===== src/rtl/fp_pkg.sv =====
// rtl/fp_pkg.sv - shared single-precision constants, rounding-mode codes and FP sequencer states
package fp_pkg;

    localparam int EXP_BIAS = 127;
    localparam int EXP_W    = 8;
    localparam int MAN_W    = 23;

    localparam logic [31:0] QNAN = 32'h7fc0_0000;
    localparam logic [31:0] PINF = 32'h7f80_0000;
    localparam logic [31:0] PMAX = 32'h7f7f_ffff;

    typedef enum logic [1:0] {
        RM_RNE = 2'b00,
        RM_RTZ = 2'b01,
        RM_RUP = 2'b10,
        RM_RDN = 2'b11
    } round_mode_e;

    typedef enum logic [2:0] {
        ST_IDLE   = 3'd0,
        ST_UNPACK = 3'd1,
        ST_MUL    = 3'd2,
        ST_NORM   = 3'd3,
        ST_ROUND  = 3'd4
    } fp_state_e;

endpackage


===== src/rtl/fp_round_pack.sv =====
// rtl/fp_round_pack.sv - rounds a normalized positive significand and packs it into binary32
module fp_round_pack
    import fp_pkg::*;
(
    input  logic [23:0]       sig,
    input  logic              guard,
    input  logic              round_bit,
    input  logic              sticky,
    input  logic signed [9:0] exp_in,
    input  logic [1:0]        rm,
    output logic [31:0]       value,
    output logic              overflow,
    output logic              underflow,
    output logic              inexact
);

    logic              inc;
    logic [24:0]       sum;
    logic [22:0]       man;
    logic signed [9:0] exp_r;

    // Sign is always positive, so round-down behaves like truncation and round-up like ceiling.
    always_comb begin
        inc = 1'b0;
        case (rm)
            RM_RNE:  inc = guard & (round_bit | sticky | sig[0]);
            RM_RUP:  inc = guard | round_bit | sticky;
            default: inc = 1'b0;
        endcase

        sum = {1'b0, sig} + {24'd0, inc};
        if (sum[24]) begin
            man   = sum[23:1];
            exp_r = exp_in + 10'sd1;
        end else begin
            man   = sum[22:0];
            exp_r = exp_in;
        end

        overflow  = (exp_r >= 10'sd255);
        underflow = (exp_r <= 10'sd0);

        if (overflow) begin
            value = (rm == RM_RNE || rm == RM_RUP) ? PINF : PMAX;
        end else if (underflow) begin
            value = 32'd0;
        end else begin
            value = {1'b0, exp_r[7:0], man};
        end

        inexact = guard | round_bit | sticky | overflow | underflow;
    end

endmodule


===== src/rtl/fp_square_seq.sv =====
// rtl/fp_square_seq.sv - multicycle binary32 squarer with shift-add mantissa engine; FP_SQUARE_FLAGS_EN adds the flags port
module fp_square_seq
    import fp_pkg::*;
#(
    parameter int D_LEN          = 32,
    parameter int BITS_PER_CYCLE = 1
) (
    input  logic             clk,
    input  logic             rst_n,
    input  logic             start,
    input  logic [D_LEN-1:0] A,
    input  logic [1:0]       round_mode,
    output logic [D_LEN-1:0] result,
    output logic             done,
    output logic             busy
`ifdef FP_SQUARE_FLAGS_EN
    ,
    output logic [3:0]       flags
`endif
);

    localparam int         N        = 24 / BITS_PER_CYCLE;
    localparam logic [4:0] CNT_LAST = 5'(N - 1);

    if (D_LEN != 32) begin : g_bad_dlen
        $error("fp_square_seq: only D_LEN = 32 is supported");
    end
    if (BITS_PER_CYCLE != 1 && BITS_PER_CYCLE != 2 &&
        BITS_PER_CYCLE != 4 && BITS_PER_CYCLE != 8) begin : g_bad_bpc
        $error("fp_square_seq: BITS_PER_CYCLE must be 1, 2, 4 or 8");
    end

    fp_state_e         state_q, state_d;

    // Captured operand (sign is irrelevant for a square) and rounding mode
    logic [30:0]       a_q;
    logic [1:0]        rm_q;

    // Shift-add engine
    logic [47:0]       acc_q;
    logic [47:0]       mcand_q;
    logic [23:0]       mplr_q;
    logic [4:0]        cnt_q;
    logic [47:0]       pp;

    // Normalized significand, rounding bits and exponent
    logic signed [9:0] exp_q;
    logic [23:0]       sig_q;
    logic              g_q, r_q, s_q;

    // Special-case bypass
    logic              spec_q;
    logic [31:0]       spec_val_q;
    logic              spec_inv_q;

    // ROUND is split in two: first cycle registers the rounded word, second commits it
    logic              rnd_phase_q;
    logic [31:0]       res_q;
    logic [3:0]        flg_q;

    logic              exp_all1, exp_zero, man_zero;
    logic              is_nan, is_special;
    logic [31:0]       spec_val;

    logic [31:0]       rp_value;
    logic              rp_ovf, rp_unf, rp_inx;

    // Operand classification; denormals are treated as zero
    always_comb begin
        exp_all1   = &a_q[30:23];
        exp_zero   = ~|a_q[30:23];
        man_zero   = ~|a_q[22:0];
        is_nan     = exp_all1 & ~man_zero;
        is_special = exp_all1 | exp_zero;
        if (is_nan) begin
            spec_val = QNAN;
        end else if (exp_all1) begin
            spec_val = PINF;
        end else begin
            spec_val = 32'd0;
        end
    end

    // Partial product for the multiplier bits consumed this cycle
    always_comb begin
        pp = '0;
        for (int i = 0; i < BITS_PER_CYCLE; i++) begin
            if (mplr_q[i]) begin
                pp = pp + (mcand_q << i);
            end
        end
    end

    // Next-state logic
    always_comb begin
        state_d = state_q;
        case (state_q)
            ST_IDLE:   if (start) state_d = ST_UNPACK;
            ST_UNPACK: state_d = is_special ? ST_ROUND : ST_MUL;
            ST_MUL:    if (cnt_q == CNT_LAST) state_d = ST_NORM;
            ST_NORM:   state_d = ST_ROUND;
            ST_ROUND:  if (rnd_phase_q) state_d = ST_IDLE;
            default:   state_d = ST_IDLE;
        endcase
    end

    // State register
    always_ff @(posedge clk or negedge rst_n) begin
        if (!rst_n) begin
            state_q <= ST_IDLE;
        end else begin
            state_q <= state_d;
        end
    end

    fp_round_pack u_round_pack (
        .sig       (sig_q),
        .guard     (g_q),
        .round_bit (r_q),
        .sticky    (s_q),
        .exp_in    (exp_q),
        .rm        (rm_q),
        .value     (rp_value),
        .overflow  (rp_ovf),
        .underflow (rp_unf),
        .inexact   (rp_inx)
    );

    // Datapath and handshake registers, advanced according to the current state
    always_ff @(posedge clk or negedge rst_n) begin
        if (!rst_n) begin
            a_q         <= '0;
            rm_q        <= '0;
            acc_q       <= '0;
            mcand_q     <= '0;
            mplr_q      <= '0;
            cnt_q       <= '0;
            exp_q       <= '0;
            sig_q       <= '0;
            g_q         <= 1'b0;
            r_q         <= 1'b0;
            s_q         <= 1'b0;
            spec_q      <= 1'b0;
            spec_val_q  <= '0;
            spec_inv_q  <= 1'b0;
            rnd_phase_q <= 1'b0;
            res_q       <= '0;
            flg_q       <= '0;
            result      <= '0;
            done        <= 1'b0;
            busy        <= 1'b0;
`ifdef FP_SQUARE_FLAGS_EN
            flags       <= '0;
`endif
        end else begin
            case (state_q)
                ST_IDLE: begin
                    if (start) begin
                        a_q   <= A[30:0];
                        rm_q  <= round_mode;
                        busy  <= 1'b1;
                        done  <= 1'b0;
`ifdef FP_SQUARE_FLAGS_EN
                        flags <= '0;
`endif
                    end
                end
                ST_UNPACK: begin
                    spec_q     <= is_special;
                    spec_val_q <= spec_val;
                    spec_inv_q <= is_nan;
                    mcand_q    <= {24'd0, 1'b1, a_q[22:0]};
                    mplr_q     <= {1'b1, a_q[22:0]};
                    acc_q      <= '0;
                    cnt_q      <= '0;
                    exp_q      <= $signed({1'b0, a_q[30:23], 1'b0}) - 10'(EXP_BIAS);
                end
                ST_MUL: begin
                    acc_q   <= acc_q + pp;
                    mcand_q <= mcand_q << BITS_PER_CYCLE;
                    mplr_q  <= mplr_q >> BITS_PER_CYCLE;
                    cnt_q   <= cnt_q + 5'd1;
                end
                ST_NORM: begin
                    if (acc_q[47]) begin
                        sig_q <= acc_q[47:24];
                        g_q   <= acc_q[23];
                        r_q   <= acc_q[22];
                        s_q   <= |acc_q[21:0];
                        exp_q <= exp_q + 10'sd1;
                    end else begin
                        sig_q <= acc_q[46:23];
                        g_q   <= acc_q[22];
                        r_q   <= acc_q[21];
                        s_q   <= |acc_q[20:0];
                    end
                end
                ST_ROUND: begin
                    if (!rnd_phase_q) begin
                        rnd_phase_q <= 1'b1;
                        res_q       <= spec_q ? spec_val_q : rp_value;
                        flg_q       <= spec_q ? {spec_inv_q, 3'b000}
                                              : {1'b0, rp_ovf, rp_unf, rp_inx};
                    end else begin
                        rnd_phase_q <= 1'b0;
                        result      <= res_q;
                        done        <= 1'b1;
                        busy        <= 1'b0;
`ifdef FP_SQUARE_FLAGS_EN
                        flags       <= flg_q;
`endif
                    end
                end
                default: begin
                    rnd_phase_q <= 1'b0;
                end
            endcase
        end
    end

`ifndef FP_SQUARE_FLAGS_EN
    logic unused_flag_bits;
    assign unused_flag_bits = &{1'b0, flg_q};
`endif
    logic unused_sign;
    assign unused_sign = &{1'b0, A[31]};

endmodule

===== config.mk =====
export PLATFORM = sky130hd
export DESIGN_NAME = fp_square_seq
export DESIGN_NICKNAME = d
export VERILOG_FILES = /design/src/rtl/fp_pkg.sv /design/src/rtl/fp_round_pack.sv /design/src/rtl/fp_square_seq.sv
export SDC_FILE = /design/constraint.sdc
export NUM_CORES = 1
export LEC_CHECK = 0
export CAP_MARGIN = 40
export CORE_ASPECT_RATIO = 0.7
export CORE_UTILIZATION = 33
export DETAILED_ROUTE_END_ITERATION = 7
export GPL_TIMING_DRIVEN = 0
export PLACE_DENSITY_LB_ADDON = 0.1
export RECOVER_POWER = 25
export SLEW_MARGIN = 20
export SYNTH_ARGS = -nofsm -noshare
export SYNTH_HDL_FRONTEND = slang
export SYNTH_SLANG_ARGS = --single-unit

===== constraint.sdc =====
create_clock -name clk -period 5.32 [get_ports clk]
set_input_delay 0.798 -clock clk [delete_from_list [all_inputs] [get_ports clk]]
set_output_delay 0.798 -clock clk [all_outputs]
set_load 0.01 [all_outputs]

==> impl_metrics.xml, run 1 <==
<?xml version="1.0" encoding="UTF-8"?>
<metrics>
  <group name="logic_synthesis">
    <metric name="synth_enable_flop_cells" unit="">0</metric>
    <metric name="asyncSetResetFlopFracSynth" unit="%">100</metric>
    <metric name="yosysWarnings" unit="">0</metric>
    <metric name="ys_dominant_reg_cell" unit="">dfrtp_1</metric>
    <metric name="synthXorXnorAreaFrac" unit="%">4.13</metric>
    <metric name="synth.area.mux_share" unit="%">6.97</metric>
    <metric name="syn_avg_cell_area" unit="um2">9.89</metric>
    <metric name="synth-compound-area-share" unit="%">20.5</metric>
    <metric name="yosys.area_share.simple" unit="%">14.9</metric>
    <metric name="postSynthRegisterBits" unit="">266</metric>
    <metric name="synth.cell_area" unit="um2">14600</metric>
    <metric name="synth_sequential_area_ratio" unit="%">45.5</metric>
    <metric name="synth_fa_ha_area_share" unit="%">4.76</metric>
    <metric name="main_combinational_cell_family_by_area_after_synthesis" unit="">compound AO/OA/AOI/OAI gates</metric>
    <metric name="post-synth-top-area-cell" unit="">dfrtp_1</metric>
    <metric name="net_count_synth" unit="">1570</metric>
    <metric name="synthDistinctLibCells" unit="">78</metric>
    <metric name="synth.area.top_cells" unit="">dfrtp_1, mux2_2, ha_1</metric>
    <metric name="synthesis.instances" unit="">1478</metric>
    <metric name="synth_top_area_share" unit="%">45.5</metric>
  </group>
  <group name="final_layout">
    <metric name="fin_nets" unit="">1673</metric>
    <metric name="final_common_cell" unit="">dfrtp_1</metric>
    <metric name="seqCellArea" unit="um2">6660</metric>
    <metric name="most-common-layout-cells" unit="">dfrtp_1, nand2_1, o21ai_0</metric>
    <metric name="multi_input_area" unit="um2">7500</metric>
    <metric name="area_growth_from_synthesis_to_layout" unit="%">17.0</metric>
    <metric name="nFillCells" unit="">4443</metric>
    <metric name="post_route_cells_drive_above_1_share" unit="%">9.24</metric>
    <metric name="instances_no_fill" unit="">2196</metric>
    <metric name="antenna-diode-count" unit="">0</metric>
  </group>
  <group name="pwr">
    <metric name="vdd_drop_max" unit="mV">0.259</metric>
    <metric name="pwr_cell_area" unit="nW/um2">526</metric>
    <metric name="total_switching_power" unit="W">0.00356</metric>
    <metric name="sw_frac_of_total" unit="%">39.6</metric>
    <metric name="flop_pwr_share" unit="%">36.9</metric>
    <metric name="internal-power" unit="W">0.00543</metric>
    <metric name="comb_power_share" unit="%">39.2</metric>
    <metric name="leakage" unit="nW">7.38</metric>
    <metric name="p_clk_share" unit="%">23.9</metric>
  </group>
  <group name="detailed_routing">
    <metric name="drcViolationCount" unit="">0</metric>
    <metric name="dr.pass1.iters" unit="">5</metric>
    <metric name="top_layer_used" unit="">met4</metric>
    <metric name="avgRoutedWirePerCell" unit="um">19.3</metric>
    <metric name="drt_first_iter_violations" unit="">917</metric>
    <metric name="routed-wl-met2" unit="um">15800</metric>
    <metric name="met1Wirelength" unit="um">24300</metric>
    <metric name="routed-wl-met3" unit="um">1850</metric>
    <metric name="routed_wirelength" unit="um">42400</metric>
    <metric name="detail_route.vias_per_cell" unit="">5.30</metric>
    <metric name="vias" unit="">11600</metric>
    <metric name="drt.antenna.violating_nets" unit="">0</metric>
  </group>
  <group name="setup_path">
    <metric name="critPathMaxFanout" unit="">10</metric>
    <metric name="required" unit="ps">5760</metric>
    <metric name="crit_chain" unit="">clkbuf_1, and2_1, ha_1, fa_1, a211oi_1, o21ai_0, a32o_1, o21ai_1, a21oi_1, a311oi_1, o21ai_0, a211oi_1, xor2_1, o21ai_0</metric>
    <metric name="worst_setup_path_start_kind" unit="">flop</metric>
    <metric name="cp_peak_stage_delay" unit="ps">460</metric>
    <metric name="critPathTopFamily" unit="">compound AO/OA/AOI/OAI gates</metric>
    <metric name="setup.worst_path.end_class" unit="">flop</metric>
    <metric name="timing.reg2reg.worst_path_depth" unit="">14</metric>
    <metric name="timing.critical_path.slowest_stage_cell" unit="">a211oi_1</metric>
    <metric name="worstPathArrival" unit="ps">5120</metric>
    <metric name="cp_num_cells" unit="">14</metric>
    <metric name="path_class" unit="">reg -&gt; reg</metric>
    <metric name="timing.critical_path.buf_inv" unit="">1</metric>
    <metric name="cpMostUsedCell" unit="">o21ai_0</metric>
  </group>
  <group name="placement">
    <metric name="place.gp.congestion" unit="">0.877</metric>
    <metric name="placed_cells_incl_taps" unit="">2144</metric>
    <metric name="detailed_place_hpwl" unit="um">32000</metric>
    <metric name="pre_cts_ws" unit="ps">756</metric>
    <metric name="portBuffers" unit="">68</metric>
  </group>
  <group name="die">
    <metric name="core_area" unit="um2">43700</metric>
    <metric name="floorplan.io_pins" unit="">71</metric>
    <metric name="fp.dieW" unit="um">254</metric>
    <metric name="placementRows" unit="">64</metric>
    <metric name="die-height" unit="um">178</metric>
    <metric name="fp.dieArea" unit="um2">45200</metric>
    <metric name="floorplan.initialDensity" unit="%">33.4</metric>
  </group>
  <group name="grt">
    <metric name="grt_first_pass_wirelength" unit="um">66600</metric>
    <metric name="grt_antenna_before_repair" unit="">0</metric>
    <metric name="pin_count_of_the_biggest_net_entering_global_routing" unit="">96</metric>
    <metric name="grt_pass1_vias" unit="">11100</metric>
    <metric name="gr-total-overflow" unit="">0</metric>
    <metric name="grt.total_usage" unit="%">19.0</metric>
  </group>
  <group name="sta">
    <metric name="min_period_over_period" unit="%">88.0</metric>
    <metric name="achievable-frequency" unit="MHz">214</metric>
    <metric name="timing.final.crit_period" unit="ps">4680</metric>
    <metric name="setup_repair_after_global_routing_missed_its_margin" unit="">no</metric>
    <metric name="fin_setup_tns" unit="ps">0</metric>
    <metric name="max_slew_margin" unit="%">-166</metric>
    <metric name="postLayoutSetupSlackWorst" unit="ps">639</metric>
    <metric name="number_of_hold_slack_violations_in_the_final_timing_report" unit="">0</metric>
    <metric name="final_max_slew_viol_count" unit="">79</metric>
    <metric name="hold_ws" unit="ps">479</metric>
    <metric name="setup-violations-final" unit="">0</metric>
    <metric name="tightestPinTransition" unit="ps">4000</metric>
    <metric name="fin_skew" unit="ps">16.5</metric>
  </group>
  <group name="hold_path">
    <metric name="worst_hold_path_type" unit="">reg -&gt; reg</metric>
    <metric name="whs_path_depth" unit="">1</metric>
  </group>
  <group name="clock_network">
    <metric name="cts.repair_timing.setup_buffer_count" unit="">0</metric>
    <metric name="numCtsBuffers" unit="">29</metric>
    <metric name="clkLatencyLatePin" unit="ps">590</metric>
    <metric name="cts.repair.resized" unit="">0</metric>
    <metric name="clock_sink_count" unit="">266</metric>
    <metric name="cts.reportedPaths.clkPinSlew" unit="ps">60</metric>
    <metric name="cts_htree_levels" unit="">1</metric>
    <metric name="root_buffer" unit="">clkbuf_16</metric>
    <metric name="cts_tree" unit="">built</metric>
    <metric name="cts-hold-fix-buffers" unit="">0</metric>
    <metric name="ctsLongestPathBuffers" unit="">3</metric>
  </group>
  <group name="flow_run">
    <metric name="maxCapViolCount" unit="">1</metric>
  </group>
  <group name="status">
    <metric name="failed_checks" unit="">capacitance limit, slew limit</metric>
    <metric name="run_status" unit="">complete, but fails checks</metric>
  </group>
</metrics>
## synth_stat cells, types with 31 or more instances
cell,instances
mux2i_1,31
a22o_1,43
and2_1,51
nand2_1,142
and3_1,34
nor2_1,73
xnor2_1,42
o21ai_0,119
dfrtp_1,266
mux2_2,62
a21oi_1,92
clkbuf_1,76
a221o_1,45
ha_1,54
## worst paths after layout
path,from,end,slack (ps)
min in group asynchronous,rst_n,mcand_q[28],1770
max in group asynchronous,rst_n,mcand_q[11],1330
hold reg to reg,done,done,480
setup / recovery,mplr_q[0],acc_q[46],640
setup reg to reg,mplr_q[0],acc_q[46],640
hold / removal,done,done,480
## per-stage QoR
| step | instance area [um2] | util [%] | total power (W) |
|---|---|---|---|
| 2_1_floorplan | 14600 | - | 0.00556 |
| 3_3_place_gp | 16000 | 36.7 | 0.00684 |
| 3_5_place_dp | 16100 | 36.9 | 0.00689 |
| 4_1_cts | 17100 | 39.1 | 0.00907 |
| 5_1_grt | 17100 | 39.1 | 0.00963 |
| 6_report | 17100 | 39.1 | 0.00899 |
## sequential cells by signal, summed over array words and instances, names as in the netlist
register / cells
mcand_q: 48
res_q: 31
r_q: 1
spec_q: 1
mplr_q: 24
exp_q: 10
done: 1
rnd_phase_q: 1
spec_val_q: 2
rm_q: 2
s_q: 1
cnt_q: 5
busy: 1
a_q: 31
state_q: 3
result: 31
sig_q: 24
acc_q: 48
g_q: 1
## power groups by stage
stage | Sequential, W | Combinational (W) | Clock, W
floorplan | 0.00316 | 0.00240 | 0
CTS | 0.00332 | 0.00354 | 0.00220
finish | 0.00332 | 0.00352 | 0.00214
global route | 0.00342 | 0.00393 | 0.00228
global placement | 0.00335 | 0.00350 | 0
detailed placement | 0.00336 | 0.00353 | 0
## routing by layer
layer	track usage, %	vias up
met5	0	-
met4	2.90	0
li1	-	5615
met3	2.74	38
met2	24.5	206
met1	32.2	5787
## cell families after synthesis
kind of cell,Yosys count
mux,94
simple gates,432
other cells,1
fa+ha+maj,55
buf+inv,119
compound gates,442
flops,266
xor+xnor,69
## layout make-up
type	instances	share of cell area (%)
Sequential cell	266	38.9
Buffer	93	2.16
Clock buffer	37	4.59
Clock inverter	15	1.19
Multi-Input combinational cell	1093	43.8
Tap cell	594	4.34
Timing Repair Buffer	72	4.38
Inverter	26	0.570
(Power assumes the default switching activity.)
==> run 2, diff against run 1 <==
DONT_BUFFER_PORTS = 1   (was not set)
TNS_END_PERCENT = 10   (was not set)
==> impl_metrics.xml, run 2 (synthesis results as in run 1) <==
<?xml version="1.0" encoding="UTF-8"?>
<metrics>
  <group name="setup_path">
    <metric name="critPathMaxFanout" unit="">10</metric>
    <metric name="setup.worst_path.end_class" unit="">flop</metric>
    <metric name="worst_setup_path_start_kind" unit="">flop</metric>
    <metric name="crit-reg2reg-launch" unit="">mplr_q[0]</metric>
    <metric name="worstPathArrival" unit="ps">5090</metric>
    <metric name="required" unit="ps">5730</metric>
    <metric name="path_class" unit="">reg -&gt; reg</metric>
    <metric name="crit_start" unit="">mplr_q[0]</metric>
  </group>
  <group name="detailed_routing">
    <metric name="drcViolationCount" unit="">0</metric>
    <metric name="vias" unit="">11400</metric>
    <metric name="drt_first_iter_violations" unit="">765</metric>
    <metric name="routed_wirelength" unit="um">41900</metric>
    <metric name="detail_route.vias_per_cell" unit="">5.37</metric>
    <metric name="drt.antenna.violating_nets" unit="">0</metric>
    <metric name="dr.pass1.iters" unit="">5</metric>
    <metric name="avgRoutedWirePerCell" unit="um">19.7</metric>
  </group>
  <group name="clock_network">
    <metric name="clkLatencyLatePin" unit="ps">560</metric>
    <metric name="cts.repair.resized" unit="">0</metric>
    <metric name="cts.reportedPaths.clkPinSlew" unit="ps">70</metric>
    <metric name="ctsLongestPathBuffers" unit="">3</metric>
    <metric name="cts.repair_timing.setup_buffer_count" unit="">0</metric>
    <metric name="clock_sink_count" unit="">266</metric>
    <metric name="numCtsBuffers" unit="">29</metric>
    <metric name="cts_tree" unit="">built</metric>
    <metric name="root_buffer" unit="">clkbuf_16</metric>
    <metric name="cts_htree_levels" unit="">1</metric>
  </group>
  <group name="sta">
    <metric name="fin_setup_tns" unit="ps">0</metric>
    <metric name="max_slew_margin" unit="%">45.7</metric>
    <metric name="setup-violations-final" unit="">0</metric>
    <metric name="final_max_slew_viol_count" unit="">0</metric>
    <metric name="timing.final.crit_period" unit="ps">4680</metric>
    <metric name="achievable-frequency" unit="MHz">214</metric>
    <metric name="postLayoutSetupSlackWorst" unit="ps">643</metric>
    <metric name="min_period_over_period" unit="%">87.9</metric>
    <metric name="setup_repair_after_global_routing_missed_its_margin" unit="">no</metric>
    <metric name="hold_ws" unit="ps">-39.4</metric>
    <metric name="tightestPinTransition" unit="ps">793</metric>
    <metric name="number_of_hold_slack_violations_in_the_final_timing_report" unit="">99</metric>
    <metric name="fin_skew" unit="ps">14.6</metric>
  </group>
  <group name="grt">
    <metric name="grt_pass1_vias" unit="">11000</metric>
    <metric name="grt_first_pass_wirelength" unit="um">66400</metric>
    <metric name="pin_count_of_the_biggest_net_entering_global_routing" unit="">267</metric>
    <metric name="grt.total_usage" unit="%">18.9</metric>
    <metric name="grt_antenna_before_repair" unit="">2</metric>
    <metric name="gr-total-overflow" unit="">0</metric>
  </group>
  <group name="pwr">
    <metric name="pwr_cell_area" unit="nW/um2">525</metric>
    <metric name="leakage" unit="nW">7.06</metric>
    <metric name="flop_pwr_share" unit="%">39.5</metric>
    <metric name="comb_power_share" unit="%">37.8</metric>
    <metric name="total_switching_power" unit="W">0.00347</metric>
    <metric name="vdd_drop_max" unit="mV">0.322</metric>
    <metric name="p_clk_share" unit="%">22.7</metric>
    <metric name="sw_frac_of_total" unit="%">40.5</metric>
    <metric name="internal-power" unit="W">0.00508</metric>
  </group>
  <group name="die">
    <metric name="die-height" unit="um">178</metric>
    <metric name="floorplan.initialDensity" unit="%">33.4</metric>
    <metric name="core_area" unit="um2">43700</metric>
    <metric name="fp.dieArea" unit="um2">45200</metric>
    <metric name="fp.dieW" unit="um">254</metric>
    <metric name="floorplan.io_pins" unit="">71</metric>
    <metric name="placementRows" unit="">64</metric>
  </group>
  <group name="placement">
    <metric name="detailed_place_hpwl" unit="um">31300</metric>
    <metric name="pre_cts_ws" unit="ps">719</metric>
    <metric name="portBuffers" unit="">0</metric>
    <metric name="place.gp.congestion" unit="">0.847</metric>
    <metric name="placed_cells_incl_taps" unit="">2074</metric>
  </group>
  <group name="status">
    <metric name="run_status" unit="">complete, but fails checks</metric>
    <metric name="failed_checks" unit="">hold timing</metric>
  </group>
  <group name="hold_path">
    <metric name="worst_hold_path_type" unit="">in -&gt; async</metric>
  </group>
  <group name="final_layout">
    <metric name="post_route_cells_drive_above_1_share" unit="%">9.61</metric>
    <metric name="multi_input_area" unit="um2">7500</metric>
    <metric name="fin_nets" unit="">1603</metric>
    <metric name="largestRegisters" unit="">acc_q x48, mcand_q x48</metric>
    <metric name="area_growth_from_synthesis_to_layout" unit="%">11.3</metric>
    <metric name="final_common_cell" unit="">dfrtp_1</metric>
    <metric name="most-common-layout-cells" unit="">dfrtp_1, nand2_1, o21ai_0</metric>
    <metric name="instances_no_fill" unit="">2126</metric>
    <metric name="nFillCells" unit="">4558</metric>
    <metric name="seqCellArea" unit="um2">6660</metric>
  </group>
  <group name="flow_run">
    <metric name="maxCapViolCount" unit="">0</metric>
  </group>
</metrics>
## run 2: changes by cell type in the layout (fill, tap and decap cells not counted), sizes merged
cell           previous run  this run
clkinv                    6        10
clkdlybuf4s50            67         0
dlymetal6s4s              1         0
buf                      21        19
bufinv                    4         0
clkbuf                  113       112
clkinvlp                  4         3
diode                     0         2
## run 2: critical path: stages (launching register included)
cell	delay, ps
dfrtp_1	440
clkbuf_1	250
and2_1	200
ha_1	200
fa_1	430
a211oi_1	320
o21ai_0	250
a32o_1	360
o21ai_1	300
a21oi_1	200
a311oi_1	440
o21ai_0	400
a211oi_1	460
xor2_1	180
o21ai_0	90
## run 2: per-stage QoR
step | total power (W) | util, % | instance area (um2)
floorplan | 0.00556 | - | 14600
global placement | 0.00661 | 35.1 | 15400
detailed placement | 0.00665 | 35.2 | 15400
CTS | 0.00864 | 37.2 | 16300
global route | 0.00918 | 37.2 | 16300
finish | 0.00855 | 37.2 | 16300
## run 2: final cells by class
| cell class | count | area share (%) |
|---|---|---|
| antenna | 2 | 0.0307 |
| buffer | 93 | 2.27 |
| clock buffer | 36 | 4.93 |
| clock inverter | 14 | 0.561 |
| inverter | 26 | 0.599 |
| multi-input combinational | 1093 | 46.1 |
| sequential | 266 | 40.9 |
| tap | 594 | 4.57 |
| timing repair buffer | 2 | 0.0692 |
## run 2: power groups by stage
| stage | Sequential, W | Combinational [W] | Clock (W) |
|---|---|---|---|
| 2_1_floorplan | 0.00316 | 0.00240 | 0 |
| 3_3_place_gp | 0.00340 | 0.00321 | 0 |
| 3_5_place_dp | 0.00342 | 0.00323 | 0 |
| 4_1_cts | 0.00338 | 0.00325 | 0.00201 |
| 5_1_grt | 0.00348 | 0.00362 | 0.00208 |
| 6_report | 0.00338 | 0.00324 | 0.00194 |
## run 2: final timing paths
path	depth (start not counted)	endpoint	slack, ps
max in group asynchronous	0	a_q[10]	4880
max reg2reg	14	acc_q[46]	640
min	0	mcand_q[32]	-40
min in group clk	2	a_q[30]	370
min reg2reg	2	res_q[13]	490
max	14	acc_q[46]	640
## run 2: metal layers
layer	global-route usage [%]	vias to the layer above	part of all wire [%]
met5	0	-	0
met4	2.78	0	1.2
met3	3.12	36	5.3
met2	24.3	236	37
met1	31.9	5645	56
li1	-	5489	-
==> run 3, diff against run 2 <==
SYNTH_HIERARCHICAL = 1   (was not set)
==> impl_metrics.xml, run 3 <==
<?xml version="1.0" encoding="UTF-8"?>
<metrics>
  <group name="final_layout">
    <metric name="post_route_cells_drive_above_1_share" unit="%">10.5</metric>
    <metric name="final_instance_area" unit="um2">16900</metric>
    <metric name="final_common_cell" unit="">dfrtp_1</metric>
    <metric name="most-common-layout-cells" unit="">dfrtp_1, nand2_1, o21ai_0</metric>
    <metric name="nFillCells" unit="">4524</metric>
    <metric name="largestRegisters" unit="">acc_q x48, mcand_q x48</metric>
    <metric name="area_growth_from_synthesis_to_layout" unit="%">12.4</metric>
    <metric name="fin_nets" unit="">1670</metric>
  </group>
  <group name="placement">
    <metric name="portBuffers" unit="">0</metric>
    <metric name="detailed_place_hpwl" unit="um">32100</metric>
    <metric name="place.gp.congestion" unit="">0.857</metric>
    <metric name="placedInstanceArea" unit="um2">15800</metric>
  </group>
  <group name="pwr">
    <metric name="total_power" unit="W">0.00926</metric>
    <metric name="leakage" unit="nW">7.39</metric>
    <metric name="vdd_drop_max" unit="mV">0.286</metric>
    <metric name="pwr_cell_area" unit="nW/um2">548</metric>
  </group>
  <group name="grt">
    <metric name="grt_antenna_before_repair" unit="">2</metric>
    <metric name="grt_pass1_vias" unit="">11600</metric>
    <metric name="pin_count_of_the_biggest_net_entering_global_routing" unit="">269</metric>
    <metric name="gr-total-overflow" unit="">0</metric>
    <metric name="grt_first_pass_wirelength" unit="um">69500</metric>
    <metric name="grt.total_usage" unit="%">18.8</metric>
  </group>
  <group name="clock_network">
    <metric name="clock_sink_count" unit="">268</metric>
    <metric name="cts.repair.resized" unit="">0</metric>
    <metric name="cts_tree" unit="">built</metric>
    <metric name="ctsLongestPathBuffers" unit="">3</metric>
    <metric name="cts.reportedPaths.clkPinSlew" unit="ps">60</metric>
    <metric name="cts.repair_timing.setup_buffer_count" unit="">0</metric>
    <metric name="clkLatencyLatePin" unit="ps">600</metric>
    <metric name="numCtsBuffers" unit="">31</metric>
    <metric name="cts_htree_levels" unit="">1</metric>
    <metric name="root_buffer" unit="">clkbuf_16</metric>
  </group>
  <group name="sta">
    <metric name="min_period_over_period" unit="%">76.3</metric>
    <metric name="timing.final.crit_period" unit="ps">4060</metric>
    <metric name="setup-violations-final" unit="">0</metric>
    <metric name="final_max_slew_viol_count" unit="">0</metric>
    <metric name="achievable-frequency" unit="MHz">246</metric>
    <metric name="fin_skew" unit="ps">29.1</metric>
    <metric name="number_of_hold_slack_violations_in_the_final_timing_report" unit="">199</metric>
    <metric name="max_slew_margin" unit="%">47.8</metric>
    <metric name="fin_setup_tns" unit="ps">0</metric>
    <metric name="hold_ws" unit="ps">-106</metric>
    <metric name="tightestPinTransition" unit="ps">780</metric>
    <metric name="setup_repair_after_global_routing_missed_its_margin" unit="">no</metric>
  </group>
  <group name="logic_synthesis">
    <metric name="net_count_synth" unit="">1635</metric>
    <metric name="yosysWarnings" unit="">6</metric>
    <metric name="syn_avg_cell_area" unit="um2">9.75</metric>
    <metric name="synthesis.instances" unit="">1542</metric>
    <metric name="synth.cell_area" unit="um2">15000</metric>
  </group>
  <group name="die">
    <metric name="placementRows" unit="">65</metric>
    <metric name="die-height" unit="um">181</metric>
    <metric name="core_area" unit="um2">45000</metric>
    <metric name="fp.dieArea" unit="um2">46400</metric>
    <metric name="floorplan.initialDensity" unit="%">33.4</metric>
    <metric name="floorplan.io_pins" unit="">71</metric>
    <metric name="fp.dieW" unit="um">257</metric>
  </group>
  <group name="setup_path">
    <metric name="setup.worst_path.end_class" unit="">flop</metric>
    <metric name="critPathMaxFanout" unit="">10</metric>
    <metric name="worstPathArrival" unit="ps">4480</metric>
    <metric name="path_class" unit="">reg -&gt; reg</metric>
    <metric name="required" unit="ps">5740</metric>
    <metric name="worst_setup_path_start_kind" unit="">flop</metric>
  </group>
  <group name="hold_path">
    <metric name="worst_hold_path_type" unit="">in -&gt; async</metric>
  </group>
  <group name="flow_run">
    <metric name="maxCapViolCount" unit="">0</metric>
  </group>
  <group name="detailed_routing">
    <metric name="drcViolationCount" unit="">2</metric>
    <metric name="dr.pass1.iters" unit="">7</metric>
    <metric name="avgRoutedWirePerCell" unit="um">19.5</metric>
    <metric name="drt.antenna.violating_nets" unit="">0</metric>
    <metric name="vias" unit="">11700</metric>
    <metric name="routed_wirelength" unit="um">42900</metric>
    <metric name="drt_first_iter_violations" unit="">848</metric>
    <metric name="detail_route.vias_per_cell" unit="">5.32</metric>
  </group>
  <group name="status">
    <metric name="failed_checks" unit="">DRC, hold timing</metric>
    <metric name="run_status" unit="">complete, but fails checks</metric>
  </group>
</metrics>
## run 3: cell count changes in the layout (fill, tap and decap cells not counted), sizes merged, moves of 14 or more
cell	change
clkbuf	+14
o31ai	+24
and2	+25
a21oi	-15
nand2	+63
## run 3: cell type report
cell class              instances  area, um2  share of cell area (%)
diodes                          1       2.50                  0.0148
multi-input cells            1154       7780                    46.1
inverters                      18       67.6                   0.400
well taps                     603        754                    4.47
clock inverters                14        198                    1.17
flip-flops and latches        268       6710                    39.7
repair buffers                  2       20.0                   0.118
clock buffers                  44        885                    5.24
plain buffers                 102        478                    2.83
## run 3: where the power goes
| group | total, W | switching (W) | internal, W |
|---|---|---|---|
| logic | 0.00351 | 0.00214 | 0.00137 |
| clock network | 0.00226 | 0.000905 | 0.00135 |
| registers | 0.00349 | 0.000719 | 0.00277 |
## run 3: path summary, 6_finish.rpt
kind | start | cells past startpoint | slack, ps | end
min reg2reg | sig_q[23] | 2 | 460 | sig_q[23]
min in group clk | A[30] | 2 | 310 | a_q[30]
min | rst_n | 0 | -110 | a_q[5]
max | mplr_q[0] | 15 | 1260 | acc_q[46]
max in group asynchronous | rst_n | 0 | 4930 | sig_q[7]
max reg2reg | mplr_q[0] | 15 | 1260 | acc_q[46]
## run 3: layer usage
layer | GRT usage (%) | vias up | part of all wire, %
met1 | 31.7 | 5758 | 56
met5 | 0 | - | 0
met3 | 2.84 | 42 | 4.7
met2 | 24.5 | 238 | 38
li1 | - | 5693 | -
met4 | 3.29 | 0 | 1.5
## run 3: critical path, stage by stage (launching register included)
cell      delay (ps)
dfrtp_1          430
clkbuf_1         530
clkbuf_1         370
and2_1           190
ha_1             210
buf_2            170
a21oi_1          150
o21ai_0          190
a21oi_1          190
o21ai_0          110
a221o_1          320
a221o_1          320
a21oi_1          290
o21ai_0          180
xnor2_1          140
o21ai_0           80
## run 3: per-stage QoR
step,cells,utilization (%),setup WS [ps],hold slack [ps]
floorplan,1542,-,2140,432
global placement,2145,35.1,1230,455
detailed placement,2146,35.1,1250,455
CTS,2204,37.6,1200,-139
global route,2206,37.6,850,-139
finish,2206,37.6,1260,-106
